[src/rtl/risc_cycle_controller.sv]
// Eight-phase instruction sequencer for the 8-bit RISC CPU.
// Steps each instruction through fetch, decode, operand fetch, execute and store, and drives the datapath strobes.
module risc_cycle_controller (
  input  logic       clk,
  input  logic       rst_n,
  input  logic [2:0] opcode,
  input  logic       zero,
  input  logic       go,
  output logic       sel,
  output logic       rd,
  output logic       ld_ir,
  output logic       inc_pc,
  output logic       ld_pc,
  output logic       ld_ac,
  output logic       wr,
  output logic       data_e,
  output logic       halt,
  output logic [2:0] alu_op,
  output logic [2:0] phase
);

  localparam logic [2:0] OP_HLT = 3'b000;
  localparam logic [2:0] OP_SKZ = 3'b001;
  localparam logic [2:0] OP_ADD = 3'b010;
  localparam logic [2:0] OP_AND = 3'b011;
  localparam logic [2:0] OP_XOR = 3'b100;
  localparam logic [2:0] OP_LDA = 3'b101;
  localparam logic [2:0] OP_STO = 3'b110;
  localparam logic [2:0] OP_JMP = 3'b111;

  // The low three bits of the eight phase states equal the reported phase index.
  typedef enum logic [3:0] {
    S_INST_ADDR  = 4'd0,
    S_INST_FETCH = 4'd1,
    S_INST_LOAD  = 4'd2,
    S_IDLE       = 4'd3,
    S_OP_ADDR    = 4'd4,
    S_OP_FETCH   = 4'd5,
    S_ALU_OP     = 4'd6,
    S_STORE      = 4'd7,
    S_HALTED     = 4'd8
  } state_t;

  state_t state_q;
  state_t state_d;

  logic is_aluop;
  logic is_hlt;
  logic is_skz;
  logic is_sto;
  logic is_jmp;

  assign is_aluop = (opcode == OP_ADD) || (opcode == OP_AND) ||
                    (opcode == OP_XOR) || (opcode == OP_LDA);
  assign is_hlt   = (opcode == OP_HLT);
  assign is_skz   = (opcode == OP_SKZ);
  assign is_sto   = (opcode == OP_STO);
  assign is_jmp   = (opcode == OP_JMP);

  always_ff @(posedge clk or negedge rst_n) begin
    if (!rst_n) begin
      state_q <= S_INST_ADDR;
    end else begin
      state_q <= state_d;
    end
  end

  always_comb begin
    state_d = state_q;
    case (state_q)
      S_INST_ADDR:  state_d = S_INST_FETCH;
      S_INST_FETCH: state_d = S_INST_LOAD;
      S_INST_LOAD:  state_d = S_IDLE;
      S_IDLE:       state_d = S_OP_ADDR;
      S_OP_ADDR:    state_d = is_hlt ? S_HALTED : S_OP_FETCH;
      S_OP_FETCH:   state_d = S_ALU_OP;
      S_ALU_OP:     state_d = S_STORE;
      S_STORE:      state_d = S_INST_ADDR;
      S_HALTED:     state_d = go ? S_INST_ADDR : S_HALTED;
      default:      state_d = S_INST_ADDR;
    endcase
  end

  // Strobes depend only on state, opcode and zero; go affects only the next state.
  always_comb begin
    sel    = 1'b0;
    rd     = 1'b0;
    ld_ir  = 1'b0;
    inc_pc = 1'b0;
    ld_pc  = 1'b0;
    ld_ac  = 1'b0;
    wr     = 1'b0;
    data_e = 1'b0;
    halt   = 1'b0;
    case (state_q)
      S_INST_ADDR: begin
        sel = 1'b1;
      end
      S_INST_FETCH: begin
        sel = 1'b1;
        rd  = 1'b1;
      end
      S_INST_LOAD, S_IDLE: begin
        sel   = 1'b1;
        rd    = 1'b1;
        ld_ir = 1'b1;
      end
      S_OP_ADDR: begin
        inc_pc = 1'b1;
        halt   = is_hlt;
      end
      S_OP_FETCH: begin
        rd = is_aluop;
      end
      S_ALU_OP: begin
        // Second increment of SKZ; zero is only consulted in this phase.
        rd     = is_aluop;
        inc_pc = is_skz && zero;
        ld_pc  = is_jmp;
        data_e = is_sto;
      end
      S_STORE: begin
        rd     = is_aluop;
        ld_ac  = is_aluop;
        inc_pc = is_jmp;
        ld_pc  = is_jmp;
        wr     = is_sto;
        data_e = is_sto;
      end
      S_HALTED: begin
        sel  = 1'b1;
        halt = 1'b1;
      end
      default: begin
        sel = 1'b1;
      end
    endcase
  end

  assign alu_op = opcode;
  assign phase  = (state_q == S_HALTED) ? 3'd7 : state_q[2:0];

endmodule

[config.mk]
export PLATFORM = sky130hd
export DESIGN_NAME = risc_cycle_controller
export DESIGN_NICKNAME = d
export VERILOG_FILES = /design/src/rtl/risc_cycle_controller.sv
export SDC_FILE = /design/constraint.sdc
export NUM_CORES = 1
export LEC_CHECK = 0
export ABC_AREA = 1
export CORE_AREA = 2 2 39 41
export CTS_CLUSTER_DIAMETER = 80
export DETAILED_ROUTE_END_ITERATION = 16
export DIE_AREA = 0 0 41 43
export SLEW_MARGIN = 25
export SYNTH_ARGS = -nofsm -noshare
export SYNTH_HDL_FRONTEND = slang
export SYNTH_SLANG_ARGS = --single-unit
[constraint.sdc]
create_clock -name clk -period 1.6 [get_ports clk]
set_input_delay 0.32 -clock clk [delete_from_list [all_inputs] [get_ports clk]]
set_output_delay 0.32 -clock clk [all_outputs]
set_load 0.005 [all_outputs]
==> summary.md, run 1 <==
| Metric | Value |
|---|---|
| Status | `complete, but fails checks` |
| Failing checks | `setup timing` |
| Largest register by flop count | `state_q` |
| Final setup margin | `-169 ps` |
| GRT Total Usage | `0.166` |
| Setup violators final | `6` |
| H-tree levels | `1` |
| Gate Count Post-Synth | `a little over 60` |
| Worst slew pin tran | `175 ps` |
| Setup WS pre-CTS | `-435 ps` |
| Clock transition at the registers of the reported paths | `40 ps` |
| Synth unique cells | `12` |
| TritonCTS Buffers | `3` |
| Tmin final | `1770 ps` |
| Later-pin clock latency in the skew report | `240 ps` |
| R2R Setup Slk | `320 ps` |
| R2r endpoint | `state_q[2]` |
| Max Freq | `0.565 GHz` |
| Endpoint class of the critical path | `output pin` |
| Initial antenna violation count | `0` |
| Fin crit share | `1.11` |
| CP peak stage delay | `between 400 and 500 ps` |
| Clock Tree Buf Depth | `2` |
| Final WL | `1380 µm` |
| DRC errors left | `0` |
| FF+latch count, synth | `4` |
| Levels on crit path | `9` |
| Slew margin rel. | `0.883` |
| GPL Wtd Cong | `between 0.7 and 0.8` |
| Final setup skew | `6.55 ps` |
| Reg2Reg Depth | `8` |
| HPWL Detailed | `841 µm` |
| Post-Synth Simple-Gate Area | `0.507` |
| Most common cell in the netlist | `nand2_1` |
| Largest fanout on the critical path | `3` |
| Sequential share of the synthesized area | `0.284` |
| Final hold vios | `0` |
| Avg Cell Area, Syn | `5.69 µm²` |
| FF-to-FF Start | `state_q[3]` |
| Worst path bufs/invs | `5` |
| Post-synthesis xor/xnor area fraction | `0` |
| Post-Synth Adder-Cell Area | `0` |
| Crit path top cell by count | `buf_6` |
| Largest family of logic cells by synthesized area | `simple AND/OR/NAND/NOR gates` |
| Post-Syn Area | `353 µm²` |
| DR pass1 iterations | `4` |
| Post-synthesis mux area share | `0` |
| CTS tree | `done` |
| Wirelength per Cell | `10.9 µm` |
| Top Ports | `22` |
| Final ANT Viol Nets | `0` |
| Type of the tightest min-delay check | `in -> async` |
| Most instantiated cells after synthesis | `19 x nand2_1, 12 x nor2_1, 11 x inv_1` |
| Diodes inserted | `0` |
| CP Class | `reg -> out` |
| IO Port Bufs | `21` |
| Global route total overflow | `0` |
| Number of synthesized flops with an enable pin | `0` |
| Pleak | `0.457 nW` |
| Root buffer cell | `clkbuf_4` |
| Via Count | `556` |
| Synthesis warning total | `0` |
| Max-cap violations | `0` |
| Worst Path Required | `1280 ps` |
| Unrepaired setup endpoints after global routing | `true` |
| Peak VDD IR | `about 0.84 mV` |
| Synth area leaders | `dfrtp_1 28%, nand2_1 20%, nor2_1 13%` |
| Vias in the first global route | `between 400 and 500` |
| Max reg flops | `4` |
| Most used DFF post-synth | `dfrtp_1` |
| Die Area | `around 0.0018 mm²` |
| Max-slew violations | `0` |
| Initial Util | `0.255` |
| WHS | `282 ps` |
| Area Growth Syn to Fin | `131%` |
| Post-synth top area cell | `dfrtp_1` |
| Fin nets | `119` |
| Core area | `0.00138 mm²` |
| Worst Setup Start Kind | `flop` |
| Synth Area in Compound Gates | `0.0284` |
| Die Wd | `41 µm` |
| PwrDens | `1540 mW/mm²` |
| CP delay by family, top | `buffers and inverters` |
| Synth async-reset ratio | `1.00` |
| # fillers | `133` |
| Regs by FF count | `state_q: 4 flops` |
| Die Ht | `43 µm` |
| Post-CTS Hold Buffers | `0` |
| Vias per cell | `around 4.4` |
| Row count | `14` |
| Global-route wire length before repair | `2020 µm` |
| Syn nets | `69` |
| CP max-delay cell | `dfrtp_1` |
| Largest net degree at the start of global routing | `5` |
| Initial DRC count | `6` |
| CP Cell Sequence | `inv_2, buf_6, nand2_4, buf_6, buf_6, nor2_4, nand2_2, nand2_1, buf_2` |
| Worst EP arrival | `1450 ps` |
| Share of cells above drive strength 1 | `0.545` |
| Clk sinks | `4` |
| Synth top area share | `0.284` |
worst max-delay path by stage:
stage / startpoint / endpoint
after floorplan: state_q[3] / ld_ac
after global placement: opcode[0] / inc_pc
after detailed placement: opcode[1] / rd
after CTS: state_q[3] / inc_pc
after global routing: state_q[3] / halt
final: state_q[3] / halt
through the flow:
| stage | cells | TNS (ps) | area, µm² | util | power, mW |
|---|---|---|---|---|---|
| after floorplan | 62 | 0 | 353 | - | 0.454 |
| after global placement | 108 | -3060 | 651 | 0.470 | 0.909 |
| after detailed placement | 108 | -3080 | 651 | 0.470 | 0.910 |
| after CTS | 122 | -420 | 772 | 0.558 | 1.18 |
| after global routing | 126 | -1310 | 815 | 0.589 | 1.35 |
| final | 126 | -766 | 815 | 0.589 | 1.25 |
routing by layer:
metal,global-route usage,up-vias,share of wire
met5,0,-,0
met4,0.0200,0,0.0022
met3,0.0628,2,0.041
met2,0.269,17,0.53
met1,0.209,256,0.43
li1,-,281,-
where the power goes:
group / switching [mW] / internal (mW)
sequential: 0.0429 / 0.144
combinational: 0.432 / 0.510
clock: 0.0409 / 0.0839
final cells by class:
type	count	area, µm²	share of cell area
clock buffers	3	22.5	0.0276
flip-flops and latches	4	100	0.123
repair buffers	48	379	0.465
multi-input cells	44	249	0.306
well taps	16	20.0	0.0246
inverters	11	43.8	0.0538
cells in the final DEF, fill, tap and decap left out, drive strengths merged:
| master | Yosys | layout |
|---|---|---|
| dfrtp | 4 | 4 |
| buf | 3 | 35 |
| clkbuf | 0 | 5 |
| nand2 | 20 | 20 |
| nor3 | 2 | 2 |
| nand3 | 7 | 7 |
| o21ai | 1 | 1 |
| clkdlybuf4s50 | 0 | 6 |
| dlygate4sd2 | 0 | 5 |
| nor2 | 13 | 13 |
| a21oi | 1 | 1 |
| inv | 11 | 11 |
what timing repair did:
item                                   4_1_cts  5_1_grt
endpoints found under the hold margin        0        0
setup endpoints to repair                   15       11
pin swaps                                    5        5
resized for setup                           59       13
buffers inserted                            11        4
logic make-up after synthesis:
kind of cell	Yosys count
AOI/OAI and AO/OA	2
and+or+nand+nor	42
buffers and inverters	14
DFF	4
worst register-to-register path: stages, from the launching register on:
cell and delay [ps]:
dfrtp_1 410, buf_4 150, buf_6 100, buf_4 130, nor2_4 90, buf_4 120, buf_4 90, nand3_1 50
nand3_1 90
Note: power is estimated with default switching activity, not from simulation.
==> run 2, diff against run 1 <==
--- a/config.mk
+++ b/config.mk
@@ -7,6 +7,7 @@
 export LEC_CHECK = 0
 export ABC_AREA = 1
 export CORE_AREA = 2 2 39 41
+export CTS_BUF_LIST = sky130_fd_sc_hd__clkbuf_4
 export CTS_CLUSTER_DIAMETER = 80
 export DETAILED_ROUTE_END_ITERATION = 16
 export DIE_AREA = 0 0 41 43
==> results of run 2 <==
Same layout as run 1: the final DEF is identical, and so are final timing and power.
==> run 3, diff against run 2 <==
--- a/config.mk
+++ b/config.mk
@@ -11,6 +11,7 @@
 export CTS_CLUSTER_DIAMETER = 80
 export DETAILED_ROUTE_END_ITERATION = 16
 export DIE_AREA = 0 0 41 43
+export HOLD_SLACK_MARGIN = 0.08
 export SLEW_MARGIN = 25
 export SYNTH_ARGS = -nofsm -noshare
 export SYNTH_HDL_FRONTEND = slang
==> results of run 3 <==
Same layout as run 1: the final DEF is identical, and so are final timing and power.
